### config.mk
export PLATFORM = sky130hd
export DESIGN_NAME = fa_bist
export DESIGN_NICKNAME = d
export VERILOG_FILES = /design/src/rtl/fa_bist_pkg.sv /design/src/rtl/fa_bist.sv
export SDC_FILE = /design/constraint.sdc
export NUM_CORES = 1
export LEC_CHECK = 0
export ABC_AREA = 1
export ABC_CLOCK_PERIOD_IN_PS = 4100
export CAP_MARGIN = 20
export CORE_MARGIN = 2
export CORE_UTILIZATION = 57
export DETAILED_ROUTE_END_ITERATION = 7
export PLACE_DENSITY = 0.84
export SLEW_MARGIN = 20
export SYNTH_ARGS = -nofsm -noshare
export SYNTH_HDL_FRONTEND = slang
export SYNTH_SLANG_ARGS = --single-unit
### constraint.sdc
create_clock -name clk -period 4.1 [get_ports clk]
set_input_delay 0.615 -clock clk [delete_from_list [all_inputs] [get_ports clk]]
set_output_delay 0.615 -clock clk [all_outputs]
set_load 0.03 [all_outputs]
### src/rtl/fa_bist_pkg.sv
// Shared types and golden full-adder model for the fa_bist controller.
package fa_bist_pkg;

   typedef enum logic [1:0] {StIdle, StDrive, StSample, StDone} state_e;

   localparam int unsigned NUM_VECTORS = 8;

   // Returns {carry, sum} for operands {a, b, cin} = idx.
   function automatic logic [1:0] fa_golden(input logic [2:0] idx);
      logic sum;
      logic carry;
      sum   = ^idx;
      carry = (idx[2] & idx[1]) | (idx[2] & idx[0]) | (idx[1] & idx[0]);
      return {carry, sum};
   endfunction

endpackage

### src/rtl/fa_bist.sv
// BIST controller: drives all eight vectors into an external full adder, checks each
// response against the golden model and reports pass, mismatch count and first failure.
module fa_bist
   import fa_bist_pkg::*;
#(
   parameter int unsigned SETTLE_CYCLES = 1
) (
   input  logic       clk,
   input  logic       rst,
   input  logic       start,
   input  logic       fa_sum,
   input  logic       fa_carry,
   output logic       fa_a,
   output logic       fa_b,
   output logic       fa_cin,
   output logic       busy,
   output logic       done,
   output logic       pass,
   output logic [3:0] err_count,
   output logic       fail_valid,
   output logic [2:0] first_fail_vec
);

   localparam logic [3:0] SettleLast = 4'(SETTLE_CYCLES - 1);
   localparam logic [2:0] LastIdx    = 3'(NUM_VECTORS - 1);

   state_e     state_q, state_d;
   logic [2:0] idx_q, idx_d;
   logic [2:0] ops_q, ops_d;
   logic [3:0] settle_q, settle_d;
   logic [3:0] err_q, err_d;
   logic       fail_valid_q, fail_valid_d;
   logic [2:0] first_fail_q, first_fail_d;
   logic       pass_q, pass_d;
   logic       mismatch;

   assign mismatch = ({fa_carry, fa_sum} != fa_golden(idx_q));

   always_comb begin
      state_d      = state_q;
      idx_d        = idx_q;
      ops_d        = ops_q;
      settle_d     = settle_q;
      err_d        = err_q;
      fail_valid_d = fail_valid_q;
      first_fail_d = first_fail_q;
      pass_d       = pass_q;
      unique case (state_q)
         StIdle, StDone: begin
            if (start) begin
               state_d      = StDrive;
               idx_d        = 3'd0;
               ops_d        = 3'd0;
               settle_d     = 4'd0;
               err_d        = 4'd0;
               fail_valid_d = 1'b0;
               first_fail_d = 3'd0;
               pass_d       = 1'b0;
            end
         end
         StDrive: begin
            settle_d = settle_q + 4'd1;
            if (settle_q == SettleLast) begin
               state_d = StSample;
            end
         end
         StSample: begin
            if (mismatch) begin
               err_d = err_q + 4'd1;
               if (!fail_valid_q) begin
                  fail_valid_d = 1'b1;
                  first_fail_d = idx_q;
               end
            end
            if (idx_q == LastIdx) begin
               state_d = StDone;
               ops_d   = 3'd0;
               pass_d  = (err_d == 4'd0);
            end else begin
               state_d  = StDrive;
               idx_d    = idx_q + 3'd1;
               ops_d    = idx_q + 3'd1;
               settle_d = 4'd0;
            end
         end
         default: state_d = StIdle;
      endcase
   end

   always_ff @(posedge clk) begin
      if (rst) begin
         state_q      <= StIdle;
         idx_q        <= 3'd0;
         ops_q        <= 3'd0;
         settle_q     <= 4'd0;
         err_q        <= 4'd0;
         fail_valid_q <= 1'b0;
         first_fail_q <= 3'd0;
         pass_q       <= 1'b0;
      end else begin
         state_q      <= state_d;
         idx_q        <= idx_d;
         ops_q        <= ops_d;
         settle_q     <= settle_d;
         err_q        <= err_d;
         fail_valid_q <= fail_valid_d;
         first_fail_q <= first_fail_d;
         pass_q       <= pass_d;
      end
   end

   assign {fa_a, fa_b, fa_cin} = ops_q;
   assign busy                 = (state_q == StDrive) || (state_q == StSample);
   assign done                 = (state_q == StDone);
   assign pass                 = pass_q;
   assign err_count            = err_q;
   assign fail_valid           = fail_valid_q;
   assign first_fail_vec       = first_fail_q;

endmodule

# Yosys cells after proc, flatten, opt, wreduce, memory -nomap -nowiden
# Index checks and enable logic that the tools add are counted.
# op_classes
addsub	3
n_eq_ne	11
n_mux	23
n_bitwise	5
n_reduce_logical	14
# ops
cell	n
$pmux 3 s2	3
$mux 4	4
$mux 3	5
$ne 2x2->1 const B	6
$pmux 4 s3	1
$reduce_and 3->1	3
$add 4x1->4 const B	2
$logic_not 4->1	2
$pmux 4 s2	1
$mux 2	3
$pmux 2 s3	1
$reduce_and 2->1	3
$eq 2x2->1 const B	2
$pmux 1 s2	2
$reduce_and 4->1	1
$add 3x1->3 const B	1
$and 1x1->1	3
$eq 3x3->1 const B	1
$mux 1	3
$reduce_xor 3->1	1
$eq 2x1->1 const B	1
$logic_not 2->1	1
$ne 2x2->1	1
$or 1x1->1	2
3 further kinds	3
# totals
register_bits	21
in_bits	5
word_cells	64

# Logic depth before layout (Yosys ltp)
# Gate-level depths: netlist of the first run.
# logic_depth
ltp_word	9
depth_mapped	11
ltp_nobuf	11

# Worst setup path after synthesis of the first run
# Ideal clock, no wire load.
# synth_timing
path_type	flip-flop to flip-flop
start	register idx_q[0]
end	register fail_valid_q (netlist: fail_valid)
setup_time_ns	0.130
arrival_time_ns	1.571
required_ns	3.970
setup_slack_ns	2.398
path_stages_with_launch	12
n_path_buf	0
synth_period_minus_slack_ns	1.702
path_cell_list	dfxtp_1 -> inv_1 -> fa_1 -> inv_1 -> nand2_1 -> nand2_2 -> nand2_2 -> inv_2 -> nand2_2 -> nand2_1 -> a21oi_1 -> nor2_1
# synth_via
elab_chain_cells	6
# synth_rtl
item	line_no	rtl
start: declaration	fa_bist.sv:28	logic [2:0] idx_q, idx_d;
start signal: assignment	fa_bist.sv:102	idx_q <= idx_d;
$and 1x1->1	fa_bist_pkg.sv:13	carry = (idx[2] & idx[1]) | (idx[2] & idx[0]) | (idx[1] & idx[0]);
$or 1x1->1 (2 in series)	fa_bist_pkg.sv:13	
$ne 2x2->1 (*)	fa_bist.sv:37	assign mismatch = ({fa_carry, fa_sum} != fa_golden(idx_q));
$ne 2x2->1 (no line) (*)	n/a	
$reduce_and 3->1 (no line) (*)	n/a	
end signal: assignment	fa_bist.sv:106	fail_valid_q <= fail_valid_d;
end: declaration	fa_bist.sv:32	logic fail_valid_q, fail_valid_d;
# Every way passes the cells marked *; elsewhere a longest branch is shown, timed or not.
# A chain may end at the register's enable or synchronous reset.

# Worst setup path after layout of the first run
# layout_timing
start	register state_q[0]
end	output port busy
# layout_via
elab_chain_cells	2
# layout_rtl
item	line_no	rtl
start: declaration	fa_bist.sv:27	state_e state_q, state_d;
start signal: assignment	fa_bist.sv:92	state_q <= StIdle;
start signal: assignment	fa_bist.sv:101	state_q <= state_d;
$eq 2x1->1 / $eq 2x2->1 (equally long branches)	fa_bist.sv:113	assign busy = (state_q == StDrive) || (state_q == StSample);
$logic_or 1x1->1 (*)	fa_bist.sv:113	
end: declaration	fa_bist.sv:16	output logic busy,
# Marks and branches as above.

==> results of run 1 <==
-- cells in the final DEF (no fill, tap or decap), types with 3 or more instances in the layout --
cell and count:
ha_1 9, inv_1 24, clkdlybuf4s50_1 18, o21ai_0 3
clkbuf_4 3, a21oi_1 16, dfxtp_1 21, inv_2 3
nand2_2 8, nand3_1 13, nor2_1 9, a21oi_2 4
nand2_1 33
-- power groups by stage --
stage | registers (W) | logic [W] | clock network, W
after floorplan | 0.000228 | 0.000117 | 0
after global placement | 0.000227 | 0.000149 | 0
after detailed placement | 0.000228 | 0.000153 | 0
after CTS | 0.000223 | 0.000153 | 0.000109
after global routing | 0.000225 | 0.000171 | 0.000111
final | 0.000223 | 0.000152 | 0.000103
-- metrics by stage --
stage	hold WS, ns	cells	setup WS (ns)
floorplan	0.469	165	2.40
global placement	0.454	207	1.89
detailed placement	0.455	207	1.85
CTS	0.473	211	1.48
global route	0.501	211	1.40
finish	0.470	211	1.49
-- sequential cells by signal (all words and copies together) (netlist names) --
register	cells
err_count	4
fail_valid	1
first_fail_vec	3
idx_q	3
ops_q	3
pass	1
settle_q	4
state_q	2
-- area by class of cell --
cell class                 instances  area [um2]
sequential                        21         420
inverter                          28         110
timing repair buffer              18         180
tap                               27        33.8
clock buffer                       4        26.3
fill                             172         538
multi-input combinational        113         693
-- layer usage --
layer  share of wire (%)  wire length, um  vias to the layer above  track usage (%)
li1                    -                -                      561                -
met1                  45             1090                      504             25.9
met2                  51             1240                       16             43.2
met3                 1.9               46                        5             1.79
met4                 2.6               63                        0             12.2
met5                   0                0                        -                0
-- Yosys cell counts --
cell and instances:
nor3b_2 1, clkbuf_2 1, inv_6 1, nor2_1 9, nand3_4 1, nand3_1 13, dfxtp_1 21, buf_1 1
a21oi_2 4, nand4_1 2, inv_1 24, xor2_1 2, inv_2 3, buf_4 1, a211oi_2 1, o21ai_1 1
o21ai_4 1, o21ai_2 1, a31oi_1 1, nor3_2 1, fa_1 1, a21oi_1 16, o21ai_0 3, nand2_4 2
nor2_2 1, nand2_1 33, ha_1 9, nor3_1 2, nand2_2 8
-- how the worst min path moves through the flow --
| stage | startpoint | to | slack [ns] | cells after the start |
|---|---|---|---|---|
| after detailed placement | ops_q[2]$_SDFFE_PP0P_ | ops_q[2]$_SDFFE_PP0P_ | 0.46 | 2 |
| after CTS | ops_q[2]$_SDFFE_PP0P_ | ops_q[2]$_SDFFE_PP0P_ | 0.47 | 2 |
| final | ops_q[2]$_SDFFE_PP0P_ | ops_q[2]$_SDFFE_PP0P_ | 0.47 | 2 |
| after global routing | first_fail_vec[2]$_SDFFE_PP0P_ | first_fail_vec[2]$_SDFFE_PP0P_ | 0.50 | 2 |
| after floorplan | idx_q[1]$_SDFFE_PP0P_ | idx_q[1]$_SDFFE_PP0P_ | 0.47 | 2 |
| after global placement | ops_q[2]$_SDFFE_PP0P_ | ops_q[2]$_SDFFE_PP0P_ | 0.45 | 2 |
-- kinds of logic after synthesis --
| group | share of synthesized area (%) |
|---|---|
| adder cells (fa/ha/maj) | 10.7 |
| AND/OR/NAND/NOR | 29.4 |
| buffers and inverters | 10.2 |
| flip-flops | 33.9 |
| XOR/XNOR | 1.41 |
| AO/OA/AOI/OAI | 14.4 |
-- worst max-delay path: cells and delay by family, from the launching register on --
family,cells,cell delay [ns]
buffers and inverters,3,0.86
flip-flops,1,0.44
adder cells (fa/ha/maj),1,0.39
==> metrics.yaml, run 1 <==
final_layout:
  antennaDiodeCount: 0
  nNetsFinal: 200
  drive_gt1_share_pct: 15.2
  area_growth_pct: 18.1
  final_util_pct: 73.1
  fin_area_um2: 1460
cts:
  clockRootBuffer: "clkbuf_4"
  worstSkewPairLatency_ns: 0.31
  clk_path_buf_depth: 2
  cts_setup_buffers: 0
  cts-buffers-inserted: 3
  post_cts_resized: 0
  htreeDepth: 1
  cts_tree: "built"
  clk_pin_slew_ns: 0.12
  cts_hold_buf: 0
  cts.sinks: 21
route:
  drt-initial-drc-count: 14
  routed_wl_um: 2440
  routedWlPerCell_um: 11.5
  num_vias: 1086
  remaining_drc_errors: 0
  vias_per_cell: 5.15
  drtAntennaViolNets: 0
  drt_first_pass_iters: 4
critical_path:
  crit_fanout: 5
  crit_type: "flop to output port"
  start_kind: "flop"
  ff2ff_path_depth: 10
  cp.required_ns: 3.48
  crit_path_end_kind: "output port"
  rrSetupSlack_ns: 2.19
  arrival_ns: 1.99
  regToRegEndpoint: "first_fail_vec[0]$_SDFFE_PP0P_"
  critPathMostFrequentCell: "inv_1"
  cp_slowest_stage_delay_ns: 0.67
  cpMaxStageDelayCell: "clkdlybuf4s50_1"
  path_cells: "inv_1 -> ha_1 -> inv_1 -> clkdlybuf4s50_1"
  crit_start: "state_q[0]$_SDFFE_PP0P_"
  cp-endpoint: "busy"
  r2r_start: "idx_q[0]$_SDFFE_PP0P_"
floorplanning:
  die_x_um: 50.6
  coreArea_um2: 2000
  rows: 16
  io_pins: 19
  die-area_um2: 2560
  initial_core_util_pct: 61.9
  chipHeight_um: 50.6
pwr:
  seq_power_share_pct: 46.6
  switching_share_pct: 36.6
  p_clk_share_pct: 21.6
  comb_power_share_pct: 31.8
  p_int_w: 0.000304
  finalPower_w: 0.000479
  power_density_nw_per_um2: 327
  power.leakage_nw: 0.608
  switching_power_w: 0.000175
  peakVddDrop_v: 0.000405
sta:
  maxSlewHeadroom_pct: 53.5
  drv_slew: 0
  rsz0062_at_grt: "false"
  post-route-period-util_pct: 63.7
  setup_viol: 0
  clock-skew-final_ns: 0.00276
  finalHoldViolCount: 0
  fin_crit_ns: 2.61
  fmax_ghz: 0.383
  tightestPinTransition_ns: 0.695
  tns_ns: 0
yosys:
  synth_seq_area_share_pct: 33.9
  synth.largest_area_cell: "dfxtp_1"
  synth_cell_types: 29
  yosys_warnings: 0
  syn_area_um2: 1240
  synth_fp_nets: 180
  ys_top_cells_by_area: "dfxtp_1 34%, nand2_1 10%, ha_1 9.1%, inv_1 7.3%, a21oi_1 6.5%"
  syn_avg_cell_area_um2: 7.51
  synth_top_area_share_pct: 33.9
  syn_inst: 165
  synth-seq-cells: 21
global_route:
  grt_pass1_vias: 1121
  grt_max_degree: 18
  grtUsageTotal_pct: 23.2
  grt_pass1_wl_um: 4600
  grt.overflow.total: 0
  antenna_found_initial: 0
placement:
  gp_congestion: 0.780
  numPortBuffers: 18
  postPlaceCellArea_um2: 1440
  dp_hpwl_um: 1900
run:
  max_cap_viol_count: 0
outcome:
  outcome: "finished clean"
min_path:
  hp-class: "flop to flop"
No activity file was read; power rests on OpenSTA's default activity.
==> inputs of run 2 (changes only) <==
--- a/config.mk
+++ b/config.mk
@@ -6,12 +6,12 @@
 export NUM_CORES = 1
 export LEC_CHECK = 0
 export ABC_AREA = 1
-export ABC_CLOCK_PERIOD_IN_PS = 4100
+export ABC_CLOCK_PERIOD_IN_PS = 2610
 export CAP_MARGIN = 20
 export CORE_MARGIN = 2
-export CORE_UTILIZATION = 57
+export CORE_UTILIZATION = 52
 export DETAILED_ROUTE_END_ITERATION = 7
-export PLACE_DENSITY = 0.84
+export PLACE_DENSITY = 0.77
 export SLEW_MARGIN = 20
 export SYNTH_ARGS = -nofsm -noshare
 export SYNTH_HDL_FRONTEND = slang
==> constraint.sdc (replaced) <==
create_clock -name clk -period 2.61 [get_ports clk]
set_input_delay 0.3915 -clock clk [delete_from_list [all_inputs] [get_ports clk]]
set_output_delay 0.3915 -clock clk [all_outputs]
set_load 0.03 [all_outputs]
==> metrics.yaml, run 2 (synthesis results as in run 1) <==
outcome:
  outcome: "finished clean"
final_layout:
  mostFrequentLayoutCell: "nand2_1"
  n_fill_cell: 201
  nNetsFinal: 201
  area_growth_pct: 18.9
  layout_common_cells: "33 x nand2_1, 24 x inv_1, 21 x dfxtp_1"
  antennaDiodeCount: 0
  ff_latch_area_um2: 420
  multi_input_area_um2: 693
  drive_gt1_share_pct: 16.2
cts:
  clk_pin_slew_ns: 0.12
  clockRootBuffer: "clkbuf_4"
  post_cts_resized: 0
  clk_path_buf_depth: 2
  cts_setup_buffers: 0
  cts-buffers-inserted: 3
  worstSkewPairLatency_ns: 0.31
  cts_tree: "built"
  cts.sinks: 21
  cts_hold_buf: 0
  htreeDepth: 1
run:
  max_cap_viol_count: 0
sta:
  tightestPinTransition_ns: 0.391
  post-route-period-util_pct: 91.0
  setup_viol: 0
  clock-skew-final_ns: 0.0117
  rsz0062_at_grt: "false"
  fin_crit_ns: 2.37
  drv_slew: 0
  maxSlewHeadroom_pct: 74.0
  fmax_ghz: 0.421
  finalHoldViolCount: 0
  tns_ns: 0
pwr:
  peakVddDrop_v: 0.000417
  power.leakage_nw: 0.615
  seq_power_share_pct: 46.8
  p_clk_share_pct: 21.0
  finalPower_w: 0.000748
  power_density_nw_per_um2: 508
  p_int_w: 0.000475
  switching_share_pct: 36.5
  comb_power_share_pct: 32.2
  switching_power_w: 0.000273
floorplanning:
  io_pins: 19
  coreArea_um2: 2230
  die_x_um: 52.8
  chipHeight_um: 52.8
  rows: 17
  initial_core_util_pct: 55.5
  die-area_um2: 2790
route:
  num_vias: 1117
  routedWlPerCell_um: 11.8
  drt-initial-drc-count: 21
  drtAntennaViolNets: 0
  routed_wl_um: 2510
  vias_per_cell: 5.24
  drt_first_pass_iters: 4
  remaining_drc_errors: 0
global_route:
  antenna_found_initial: 0
  grtUsageTotal_pct: 21.6
  grt_max_degree: 18
  grt.overflow.total: 0
  grt_pass1_wl_um: 4410
  grt_pass1_vias: 1068
critical_path:
  crit_start: "state_q[0]$_SDFFE_PP0P_"
  crit_path_end_kind: "output port"
  start_kind: "flop"
  r2r_start: "idx_q[0]$_SDFFE_PP0P_"
  ff2ff_path_depth: 10
  arrival_ns: 1.98
  crit_type: "flop to output port"
  crit_fanout: 5
  cp.required_ns: 2.22
min_path:
  hp-class: "flop to flop"
  holdPathStages: 2
  hp-start: "first_fail_vec[0]$_SDFFE_PP0P_"
placement:
  numPortBuffers: 18
  gp_congestion: 0.737
  dp_hpwl_um: 1970
[run 2: cell types whose count changed in the layout (fill, tap and decap cells not counted), sizes merged]
cell | before | now
clkbuf | 4 | 3
clkinv | 0 | 1
buf | 0 | 1
[run 2: stage by stage]
stage / cell area [um2] / hold WS, ns / util, % / setup slack [ns] / cells
after floorplan: 1240 / 0.469 / - / 0.908 / 165
after CTS: 1470 / 0.473 / 66.0 / 0.225 / 213
after detailed placement: 1450 / 0.453 / 64.8 / 0.568 / 209
after global routing: 1470 / 0.492 / 66.0 / 0.118 / 213
after global placement: 1450 / 0.452 / 64.8 / 0.599 / 209
final: 1470 / 0.469 / 66.0 / 0.235 / 213
[run 2: area by class of cell]
class	count	area share (%)
clock buffer	3	1.53
clock inverter	1	0.340
inverter	28	7.47
multi-input combinational	113	47.0
sequential	21	28.5
tap	28	2.38
timing repair buffer	19	12.7
[run 2: metal layers]
layer	vias up	global-route usage [%]	share of wire, %
met5	-	0	0
met4	0	10.3	1.7
met3	6	3.43	2.7
met2	20	37.7	50
met1	523	25.5	45
li1	568	-	-
[run 2: worst max-delay path, cell delays in order, from the launching register on]
cell	delay (ns)
dfxtp_1	0.42
inv_1	0.07
ha_1	0.39
inv_1	0.13
clkdlybuf4s50_1	0.68
[run 2: power groups by stage]
stage	logic, W	registers (W)	clock network (W)
3_5_place_dp	0.000241	0.000358	0
4_1_cts	0.000243	0.000350	0.000161
5_1_grt	0.000266	0.000352	0.000178
3_3_place_gp	0.000235	0.000356	0
6_report	0.000241	0.000350	0.000157
2_1_floorplan	0.000184	0.000358	0
[run 2: final timing paths]
path / end / slack [ns]
max: busy / 0.24
min: first_fail_vec[0]$_SDFFE_PP0P_ / 0.47
max reg2reg: first_fail_vec[1]$_SDFFE_PP0P_ / 0.68
min reg2reg: first_fail_vec[0]$_SDFFE_PP0P_ / 0.47
==> inputs of run 3 (changes only) <==
--- a/config.mk
+++ b/config.mk
@@ -12,7 +12,7 @@
 export CORE_UTILIZATION = 52
 export DETAILED_ROUTE_END_ITERATION = 7
 export PLACE_DENSITY = 0.77
-export SLEW_MARGIN = 20
+export SLEW_MARGIN = 15
 export SYNTH_ARGS = -nofsm -noshare
 export SYNTH_HDL_FRONTEND = slang
 export SYNTH_SLANG_ARGS = --single-unit
==> results of run 3 <==
Same layout as run 2: the final DEF is identical, and so are final timing and power.
